--- src/rtl/vid_rgbout_pkg.sv ---
// Shared types and constants for the video output stage.
// Holds the line tracker state enum, the 2x2 ordered-dither table and default counter widths.
// No logic of its own; the dither helper only builds hardware where it is called.
package vid_rgbout_pkg;

  localparam int PIX_W_DEF  = 11;
  localparam int LINE_W_DEF = 10;

  typedef enum logic [1:0] {
    VSYNC   = 2'd0,
    WAIT_DE = 2'd1,
    ACTIVE  = 2'd2,
    HBLANK  = 2'd3
  } lt_state_t;

  // Ordered-dither offsets indexed by {line parity, pixel parity}: 0,2,3,1
  localparam logic [3:0][1:0] DITHER_TBL = {2'd1, 2'd3, 2'd2, 2'd0};

  // Add the positional offset with saturation at 255, then drop to 6 significant bits
  function automatic logic [7:0] dither_px(input logic [7:0] px,
                                           input logic       line0,
                                           input logic       pix0);
    logic [8:0] sum;
    logic [7:0] sat;
    sum = {1'b0, px} + {7'd0, DITHER_TBL[{line0, pix0}]};
    sat = sum[8] ? 8'hFF : sum[7:0];
    return sat & 8'hFC;
  endfunction

endpackage

--- src/rtl/vid_syncdly.sv ---
// Enable-gated shift register that delays the raw timing bits by DLY pixel enables.
// Latency: DLY enables from i_dat to o_dat; state only moves when i_vclk=1.
// No backpressure: the pixel enable is the only flow control.
module vid_syncdly #(
  parameter int DLY = 2,
  parameter int W   = 3
) (
  input  logic         i_sys_clk,
  input  logic         i_resetl,
  input  logic         i_vclk,
  input  logic [W-1:0] i_dat,
  output logic [W-1:0] o_dat
);

  logic [W-1:0] r_pipe [DLY];

  // Shift one stage per pixel enable; reset clears every stage
  always_ff @(posedge i_sys_clk or negedge i_resetl) begin
    if (!i_resetl) begin
      for (int i = 0; i < DLY; i++) r_pipe[i] <= '0;
    end else if (i_vclk) begin
      r_pipe[0] <= i_dat;
      for (int i = 1; i < DLY; i++) r_pipe[i] <= r_pipe[i-1];
    end
  end

  assign o_dat = r_pipe[DLY-1];

endmodule

--- src/rtl/vid_rgbout.sv ---
// Video output stage: registers the RGB pixel, aligns sync/blank, tracks pixel/line positions.
// Latency: pixel 1 enable, syncs SYNC_DLY enables; optional dither under RGBOUT_DITHER_EN.
// No backpressure: everything advances on the vclk pixel enable only.
module vid_rgbout
  import vid_rgbout_pkg::*;
#(
  parameter int SYNC_DLY = 2,
  parameter int PIX_W    = PIX_W_DEF,
  parameter int LINE_W   = LINE_W_DEF
) (
  input  logic              sys_clk,
  input  logic              resetl,
  input  logic              vclk,
  input  logic [7:0]        r_in,
  input  logic [7:0]        g_in,
  input  logic [7:0]        b_in,
  input  logic              hs_in,
  input  logic              vs_in,
  input  logic              blank_in,
  output logic [7:0]        r_out,
  output logic [7:0]        g_out,
  output logic [7:0]        b_out,
  output logic              hs_out,
  output logic              vs_out,
  output logic              de_out,
  output logic [PIX_W-1:0]  pix_cnt,
  output logic [LINE_W-1:0] line_cnt,
  output logic [PIX_W-1:0]  line_len,
  output logic              frame_stb
);

  // Blank is carried inverted (as de) so the cleared pipeline reads as blanked
  logic [2:0]        w_tail;
  logic              w_tail_hs, w_tail_vs, w_tail_de;
  logic              w_vs_rise, w_de_rise;
  logic [PIX_W-1:0]  w_pix_inc;
  logic [LINE_W-1:0] w_line_inc;
  logic [7:0]        w_r, w_g, w_b;
  lt_state_t         r_state, w_state_nxt;

  logic [7:0]        r_red, r_grn, r_blu;
  logic              r_hs, r_vs, r_de, r_stb;
  logic [PIX_W-1:0]  r_pix, r_len;
  logic [LINE_W-1:0] r_line;

  vid_syncdly #(.DLY(SYNC_DLY), .W(3)) u_syncdly (
    .i_sys_clk (sys_clk),
    .i_resetl  (resetl),
    .i_vclk    (vclk),
    .i_dat     ({hs_in, vs_in, ~blank_in}),
    .o_dat     (w_tail)
  );

  assign {w_tail_hs, w_tail_vs, w_tail_de} = w_tail;
  assign w_vs_rise  = w_tail_vs & ~r_vs;
  assign w_de_rise  = w_tail_de & ~r_de;
  assign w_pix_inc  = (r_pix  == '1) ? r_pix  : r_pix  + 1'b1;
  assign w_line_inc = (r_line == '1) ? r_line : r_line + 1'b1;

`ifdef RGBOUT_DITHER_EN
  // Position of the pixel being loaded now: 0 on line start, else the next count
  logic w_pos0;
  assign w_pos0 = (r_state == ACTIVE) ? w_pix_inc[0] : 1'b0;
  assign w_r = dither_px(r_in, r_line[0], w_pos0);
  assign w_g = dither_px(g_in, r_line[0], w_pos0);
  assign w_b = dither_px(b_in, r_line[0], w_pos0);
`else
  assign w_r = r_in;
  assign w_g = g_in;
  assign w_b = b_in;
`endif

  // Line tracker next state; a vsync rising edge overrides everything
  always_comb begin
    w_state_nxt = r_state;
    unique case (r_state)
      VSYNC:           if (!w_tail_vs) w_state_nxt = WAIT_DE;
      WAIT_DE, HBLANK: if (w_de_rise)  w_state_nxt = ACTIVE;
      ACTIVE:          if (!w_tail_de) w_state_nxt = HBLANK;
    endcase
    if (w_vs_rise) w_state_nxt = VSYNC;
  end

  // Line tracker state register, advanced per pixel enable
  always_ff @(posedge sys_clk or negedge resetl) begin
    if (!resetl)   r_state <= VSYNC;
    else if (vclk) r_state <= w_state_nxt;
  end

  // Output pixel and aligned timing; black whenever the tail says blanked
  always_ff @(posedge sys_clk or negedge resetl) begin
    if (!resetl) begin
      {r_red, r_grn, r_blu} <= '0;
      {r_hs, r_vs, r_de}    <= '0;
    end else if (vclk) begin
      r_hs <= w_tail_hs;
      r_vs <= w_tail_vs;
      r_de <= w_tail_de;
      if (w_tail_de) {r_red, r_grn, r_blu} <= {w_r, w_g, w_b};
      else           {r_red, r_grn, r_blu} <= '0;
    end
  end

  // Position counters and frame strobe; vsync clears after a line end latches its length
  always_ff @(posedge sys_clk or negedge resetl) begin
    if (!resetl) begin
      r_pix  <= '0;
      r_line <= '0;
      r_len  <= '0;
      r_stb  <= 1'b0;
    end else begin
      r_stb <= 1'b0;
      if (vclk) begin
        if (r_state == ACTIVE) begin
          if (w_tail_de) begin
            r_pix <= w_pix_inc;
          end else begin
            r_len  <= w_pix_inc;
            r_pix  <= '0;
            r_line <= w_line_inc;
          end
        end
        if (w_vs_rise) begin
          r_pix  <= '0;
          r_line <= '0;
          r_stb  <= 1'b1;
        end
      end
    end
  end

  assign r_out     = r_red;
  assign g_out     = r_grn;
  assign b_out     = r_blu;
  assign hs_out    = r_hs;
  assign vs_out    = r_vs;
  assign de_out    = r_de;
  assign pix_cnt   = r_pix;
  assign line_cnt  = r_line;
  assign line_len  = r_len;
  assign frame_stb = r_stb;

endmodule
--- config.mk ---
export PLATFORM = sky130hd
export DESIGN_NAME = vid_rgbout
export DESIGN_NICKNAME = d
export VERILOG_FILES = /design/src/rtl/vid_rgbout_pkg.sv /design/src/rtl/vid_syncdly.sv /design/src/rtl/vid_rgbout.sv
export SDC_FILE = /design/constraint.sdc
export NUM_CORES = 1
export LEC_CHECK = 0
export CORE_UTILIZATION = 39
export DETAILED_ROUTE_END_ITERATION = 10
export PLACE_DENSITY_LB_ADDON = 0.12
export SLEW_MARGIN = 20
export SYNTH_ARGS = -nofsm -noshare
export SYNTH_HDL_FRONTEND = slang
export SYNTH_SLANG_ARGS = --single-unit
--- constraint.sdc ---
create_clock -name sys_clk -period 2.5 [get_ports sys_clk]
set_input_delay 0.25 -clock sys_clk [delete_from_list [all_inputs] [get_ports sys_clk]]
set_output_delay 0.25 -clock sys_clk [all_outputs]
set_load 0.05 [all_outputs]
==> results.txt, run 1 <==
Critical Path Start Type: flop
GRT Total Usage: 19.8%
Register area share after synthesis: 53.8%
Hold depth: 3
Worst Path Arrival: 2.25 ns
Sw Pwr: 1.24 mW
Post-CTS Resized: 0
Leading cell type in the layout, fill and taps excluded: clkdlybuf4s50_1
Clock Skew: 0.0102 ns
Initial antenna violation count: 0
Comb power frac: 29.9%
CTS root buf: clkbuf_8
Synth Flop Type: dfrtp_1
First DRT Iteration DRCs: 113
Seq pwr share: 38.5%
Commonest non-fill, non-tap cells in the layout: 87 x clkdlybuf4s50_1, 68 x dfrtp_1, 37 x o21ai_0
Async SR Flop Fraction: 100%
Worst R2R Path Depth: 6
Post-Syn Area per Cell: 9.89 µm²
Worst-path clk slew: 0.08 ns
# H-tree levels: 3
Post-CTS Hold Buffers: 1
Sw Ratio: 35.3%
Final nets: 441
Share of post-route cells with drive strength above 1: 9.66%
Post-CTS Setup Bufs: 0
Worst min path class: primary input to flop
CP cell instances: ha_1 -> inv_1 -> nor4_1 -> buf_4 -> nor2_1 -> o31ai_1
Crit path kind: flop to flop
Stages on the worst setup path: 6
Top achievable clock speed: 496 MHz
Slowest stage delay, CP: 0.45 ns
Worst Path Required: 2.73 ns
Row count: 32
WL per Instance: 15.0 µm
Hpwl dp: 5410 µm
Clk sink count: 68
Least-Margin Pin Slew: 0.670 ns
Dpl ws: 0.590 ns
Gpl congestion: 0.865
Lkg Pwr: 1.83 nW
Final WL: 7720 µm
Post-synth EDFFs: 0
Unrepaired setup endpoints after global routing: no
TritonCTS clock tree: yes
# setup viols final: 0
Final hold vios: 0
Register area: 1700 µm²
Die Ht: 92.1 µm
Largest net degree at the start of global routing: 42
ANT nets after route: 0
Later-pin clock latency in the skew report: 0.34 ns
Port bufs: 89
Die span in x: 92.1 µm
Worst rel slew slack: 54.9%
Int Pwr: 2.28 mW
Synth Warn #: 0
Final Max Slew Viols: 0
Num ports: 90
GRT Residual Overflow: 0
Outcome: finished clean
Yosys reg bits: 68
Clock power frac: 31.5%
Area leader, netlist: dfrtp_1
VDD IR max: 0.325 mV
CP max-delay cell: nor4_1
Cell count after synthesis: 320
Vias per std cell: 5.37
Synth area leaders: dfrtp_1 54%, o21ai_0 5.9%, nand3_1 5.5%
First-pass GRT wire length: 13200 µm
Share of the synthesized area in the top cell type: 53.8%
Min setup slack post-route: 0.482 ns
Crit end category: flop
CTS Buffer Depth: 2
Max FO, Critical Path: 9
Number of global-route vias before repair: 2742
Crit-path leading delay family: simple AND/OR/NAND/NOR gates
# fillers: 689
Distinct cells, synth: 48
Vias: 2773
Setup TNS: 0 ns
Syn_nets: 352
Antenna cells: 0
Fin crit period: 2.02 ns
Core area: 7770 µm²
PD cells: 799 nW/µm²
Area growth syn-to-layout: 39.2%
CTS Buf Count: 9
Full die area: 8480 µm²
Synthesized area: 3160 µm²
WP buf/inv: 2
Max-cap viol count: 0
Area of the multi-input gates: 1270 µm²
TritonRoute pass-1 iters: 7
Drc violations: 0
Tcrit/Tclk final: 80.7%
Initial Utilization: 40.7%
[routing by layer]
metal  track usage, %  up-vias  routed length, µm
met2             32.1      105               3590
met1             24.7     1315               3420
met3             6.14       12                612
li1                 -     1341                  -
met5                0        -                  0
met4             7.29        0                102
[flip-flops by register name (all words and copies together), names as in the netlist]
signal and count:
r_out 8, frame_stb 1, pix_cnt 11, hs_out 1, vs_out 1, g_out 8
de_out 1, line_cnt 10, u_syncdly.o_dat 3, r_state 2, u_syncdly.r_pipe 3, line_len 11
b_out 8
[final cells by class]
| cell class | count | area share (%) |
|---|---|---|
| Clock buffer | 9 | 2.81 |
| Clock inverter | 7 | 2.81 |
| Inverter | 28 | 2.39 |
| Multi-Input combinational cell | 206 | 28.9 |
| Sequential cell | 68 | 38.6 |
| Tap cell | 102 | 2.90 |
| Timing Repair Buffer | 96 | 21.5 |
[synthesized netlist by cell type (7+ instances only)]
library cell,number
nand2_1,23
buf_2,7
dfrtp_1,68
o211ai_1,8
clkbuf_1,7
a31oi_1,9
nor2_1,13
inv_1,28
mux2_2,7
o21ai_0,37
nand3_1,35
[worst paths after layout]
check                                          end  slack, ns                     from
max                        line_len[6]$_DFFE_PN0P_       0.48   pix_cnt[0]$_DFFE_PN0P_
min                         r_state[0]$_DFFE_PN0P_       0.27                     vclk
max reg2reg                line_len[6]$_DFFE_PN0P_       0.48   pix_cnt[0]$_DFFE_PN0P_
min reg2reg                line_len[9]$_DFFE_PN0P_       0.48  line_len[9]$_DFFE_PN0P_
max in group asynchronous     b_out[6]$_DFFE_PN0P_       1.37                   resetl
min in group asynchronous  line_cnt[4]$_DFFE_PN0P_       0.48                   resetl
[kinds of logic after synthesis]
| logic type | Yosys count | synth area share, % |
|---|---|---|
| buffers and inverters | 46 | 5.97 |
| AND/OR/NAND/NOR | 107 | 18.0 |
| XOR/XNOR | 4 | 1.11 |
| multiplexers | 10 | 3.44 |
| adder cells (fa/ha/maj) | 2 | 0.791 |
| AO/OA/AOI/OAI | 83 | 17.0 |
| flip-flops | 68 | 53.8 |
[stage by stage]
| step | util (%) | total power, mW | area [µm²] | instances | hold WS [ns] |
|---|---|---|---|---|---|
| floorplan | - | 2.04 | 3160 | 320 | -0.0456 |
| global placement | 53.4 | 2.43 | 4150 | 499 | 0.323 |
| detailed placement | 53.4 | 2.44 | 4150 | 499 | 0.326 |
| CTS | 56.7 | 3.56 | 4400 | 516 | 0.273 |
| global route | 56.7 | 3.70 | 4400 | 516 | 0.309 |
| finish | 56.7 | 3.52 | 4400 | 516 | 0.274 |
[power groups by stage]
stage | registers, mW | clock network, mW | logic, mW
2_1_floorplan | 1.77 | 0 | 0.272
3_3_place_gp | 1.37 | 0 | 1.06
3_5_place_dp | 1.38 | 0 | 1.06
4_1_cts | 1.36 | 1.14 | 1.06
5_1_grt | 1.39 | 1.19 | 1.12
6_report | 1.36 | 1.11 | 1.05
[worst reg2reg max path, delay by kind of cell, from the launching register on]
kind / cells / cell delay (ns)
DFF: 1 / 0.44
adders and majority gates: 1 / 0.30
buffers and inverters: 2 / 0.40
AOI/OAI and AO/OA: 1 / 0.27
and+or+nand+nor: 2 / 0.51
(Power assumes the default switching activity.)
==> run 2, diff against run 1 <==
Clock period 2.5 ns to 1.9 ns, I/O delays scaled along.
==> run 2 against run 1 <==
Net effect: clock power is 33% higher; critical endpoint is now pix_cnt[3]; sequential power is 32% higher; routed wire length is 2.3% lower; core utilization is 1.1 points higher; sequential share of layout area is 0.50 points lower; die area stayed put; non-clock buffer count is 7 higher; design area is 1.9% higher; critical path depth is 5 lower; global-route usage is 0.46 points lower; largest cell class unchanged.
==> results.txt, run 2 (same netlist as run 1, synthesis figures left out) <==
Worst Path Arrival: 1.66 ns (-0.59 ns)
Port bufs: 89 (unchanged)
Largest net degree at the start of global routing: 69 (+64%)
Final instance area: 4490 µm² (+1.9%)
Overall power: 4.69 mW (+33%)
WL per Instance: 14.4 µm (-3.7%)
Final Max Slew Viols: 0 (unchanged)
# setup viols final: 0 (unchanged)
Area growth syn-to-layout: 41.8%
Full die area: 8480 µm² (unchanged)
Crit-path leading delay family: buffers and inverters
Placed Cells: 506 (+1.4%)
TritonCTS clock tree: yes
Hpwl dp: 5130 µm (-5.2%)
Max-cap viol count: 0 (unchanged)
Vias per std cell: 5.27 (-2.0%)
First DRT Iteration DRCs: 149 (+32%)
Die span in x: 92.1 µm (unchanged)
R2r setup slk: 0.14 ns (-0.34 ns)
Clk sink count: 68 (unchanged)
Crit path kind: flop to output port
Drc violations: 0 (unchanged)
Share of post-route cells with drive strength above 1: 13.5% (+3.9 points)
First-pass GRT wire length: 13000 µm (-1.3%)
VDD IR max: 0.359 mV (+11%)
Final nets: 448 (+1.6%)
Clock Skew: 0.0106 ns (+0.000401 ns)
CTS root buf: clkbuf_8
Dpl ws: 0.155 ns (-0.435 ns)
Worst rel slew slack: 64.4% (+9.4 points)
Core area: 7770 µm² (unchanged)
Outcome: finished clean
Unrepaired setup endpoints after global routing: no
Slowest stage delay, CP: 0.84 ns (+0.39 ns)
# fillers: 706 (+2.5%)
Final WL: 7540 µm (-2.3%)
Vias: 2754 (-0.69%)
CP cell instances: clkdlybuf4s50_1
Final core utilization: 57.8% (+1.1 points)
Num ports: 90 (unchanged)
# H-tree levels: 3 (unchanged)
Initial Utilization: 40.7% (unchanged)
ANT nets after route: 0 (unchanged)
Initial antenna violation count: 0 (unchanged)
Crit end category: output port
Leading cell type in the layout, fill and taps excluded: clkdlybuf4s50_1
Antenna cells: 0 (unchanged)
Stages on the worst setup path: 1 (-5)
WP buf/inv: 1 (-1)
Row count: 32 (unchanged)
Min setup slack post-route: 0.0528 ns (-0.429 ns)
CTS Buffer Depth: 2 (unchanged)
Post-Place Cell Area: 4220 µm² (+1.8%)
Final hold vios: 0 (unchanged)
Setup TNS: 0 ns (unchanged)
Max FO, Critical Path: 9 (unchanged)
CP max-delay cell: clkdlybuf4s50_1
PD cells: 1040 nW/µm² (+31%)
Worst Path Required: 1.71 ns (-1.02 ns)
Post-route insts no fill: 523 (+1.4%)
Tcrit/Tclk final: 97.2%
Die Ht: 92.1 µm (unchanged)
Fin crit period: 1.85 ns
Lkg Pwr: 1.87 nW (+1.9%)
Critical Path Start Type: flop
Top achievable clock speed: 541 MHz
Final hold slack: 0.360 ns (+0.0858 ns)
Gpl congestion: 0.846 (-2.1%)
CTS Buf Count: 9 (unchanged)
Hold depth: 3 (unchanged)
TritonRoute pass-1 iters: 5 (-2)
GRT Total Usage: 19.3% (-0.46 points)
Least-Margin Pin Slew: 0.533 ns (-0.138 ns)
Worst R2R Path Depth: 5 (-1)
Commonest non-fill, non-tap cells in the layout: 86 x clkdlybuf4s50_1, 60 x dfrtp_1, 37 x o21ai_0
Worst-path clk slew: 0.09 ns (about the same)
Later-pin clock latency in the skew report: 0.35 ns (about the same)
Worst min path class: primary input to flop
Number of global-route vias before repair: 2707 (-1.3%)
GRT Residual Overflow: 0 (unchanged)
## run 2: cell count changes in the layout (fill, tap and decap cells not counted), sizes merged
cell,previous run,this run
clkdlybuf4s50,87,86
dlymetal6s2s,0,1
buf,8,15
## run 2: report_power, final
part	switching (mW)	internal, mW	leakage (nW)
registers	0.154	1.64	0.886
clock network	0.600	0.880	0.120
logic	0.908	0.508	0.861
## run 2: cell type report
| cell class | instances | area, µm² | share of cell area (%) |
|---|---|---|---|
| clock buffer | 9 | 124 | 2.76 |
| inverter | 28 | 105 | 2.34 |
| clock inverter | 7 | 124 | 2.76 |
| multi-input combinational | 206 | 1290 | 28.8 |
| tap | 102 | 128 | 2.84 |
| sequential | 68 | 1710 | 38.1 |
| timing repair buffer | 103 | 1000 | 22.4 |
## run 2: path summary, 6_finish.rpt
check | from | endpoint
worst max-delay path | pix_cnt[3]$_DFFE_PN0P_ | pix_cnt[3]
max in group asynchronous | resetl | b_out[4]$_DFFE_PN0P_
worst max register to register | pix_cnt[0]$_DFFE_PN0P_ | pix_cnt[3]$_DFFE_PN0P_
worst min-delay path | vclk | de_out$_DFFE_PN0P_
min in group asynchronous | resetl | line_cnt[4]$_DFFE_PN0P_
worst min register to register | line_len[9]$_DFFE_PN0P_ | line_len[9]$_DFFE_PN0P_
## run 2: metal layers
metal / track usage (%) / vias up / wire length (µm)
met5: 0 / - / 0
met4: 8.20 / 0 / 142
met3: 4.64 / 12 / 552
met2: 29.2 / 103 / 3390
met1: 26.4 / 1296 / 3450
li1: - / 1343 / -
## run 2: repair_timing
action,4_1_cts,5_1_grt
buffers inserted,0,0
endpoints found under the setup margin,0,4
endpoints found under the hold margin,68,0
resized for setup,0,2
hold buffers,1,0
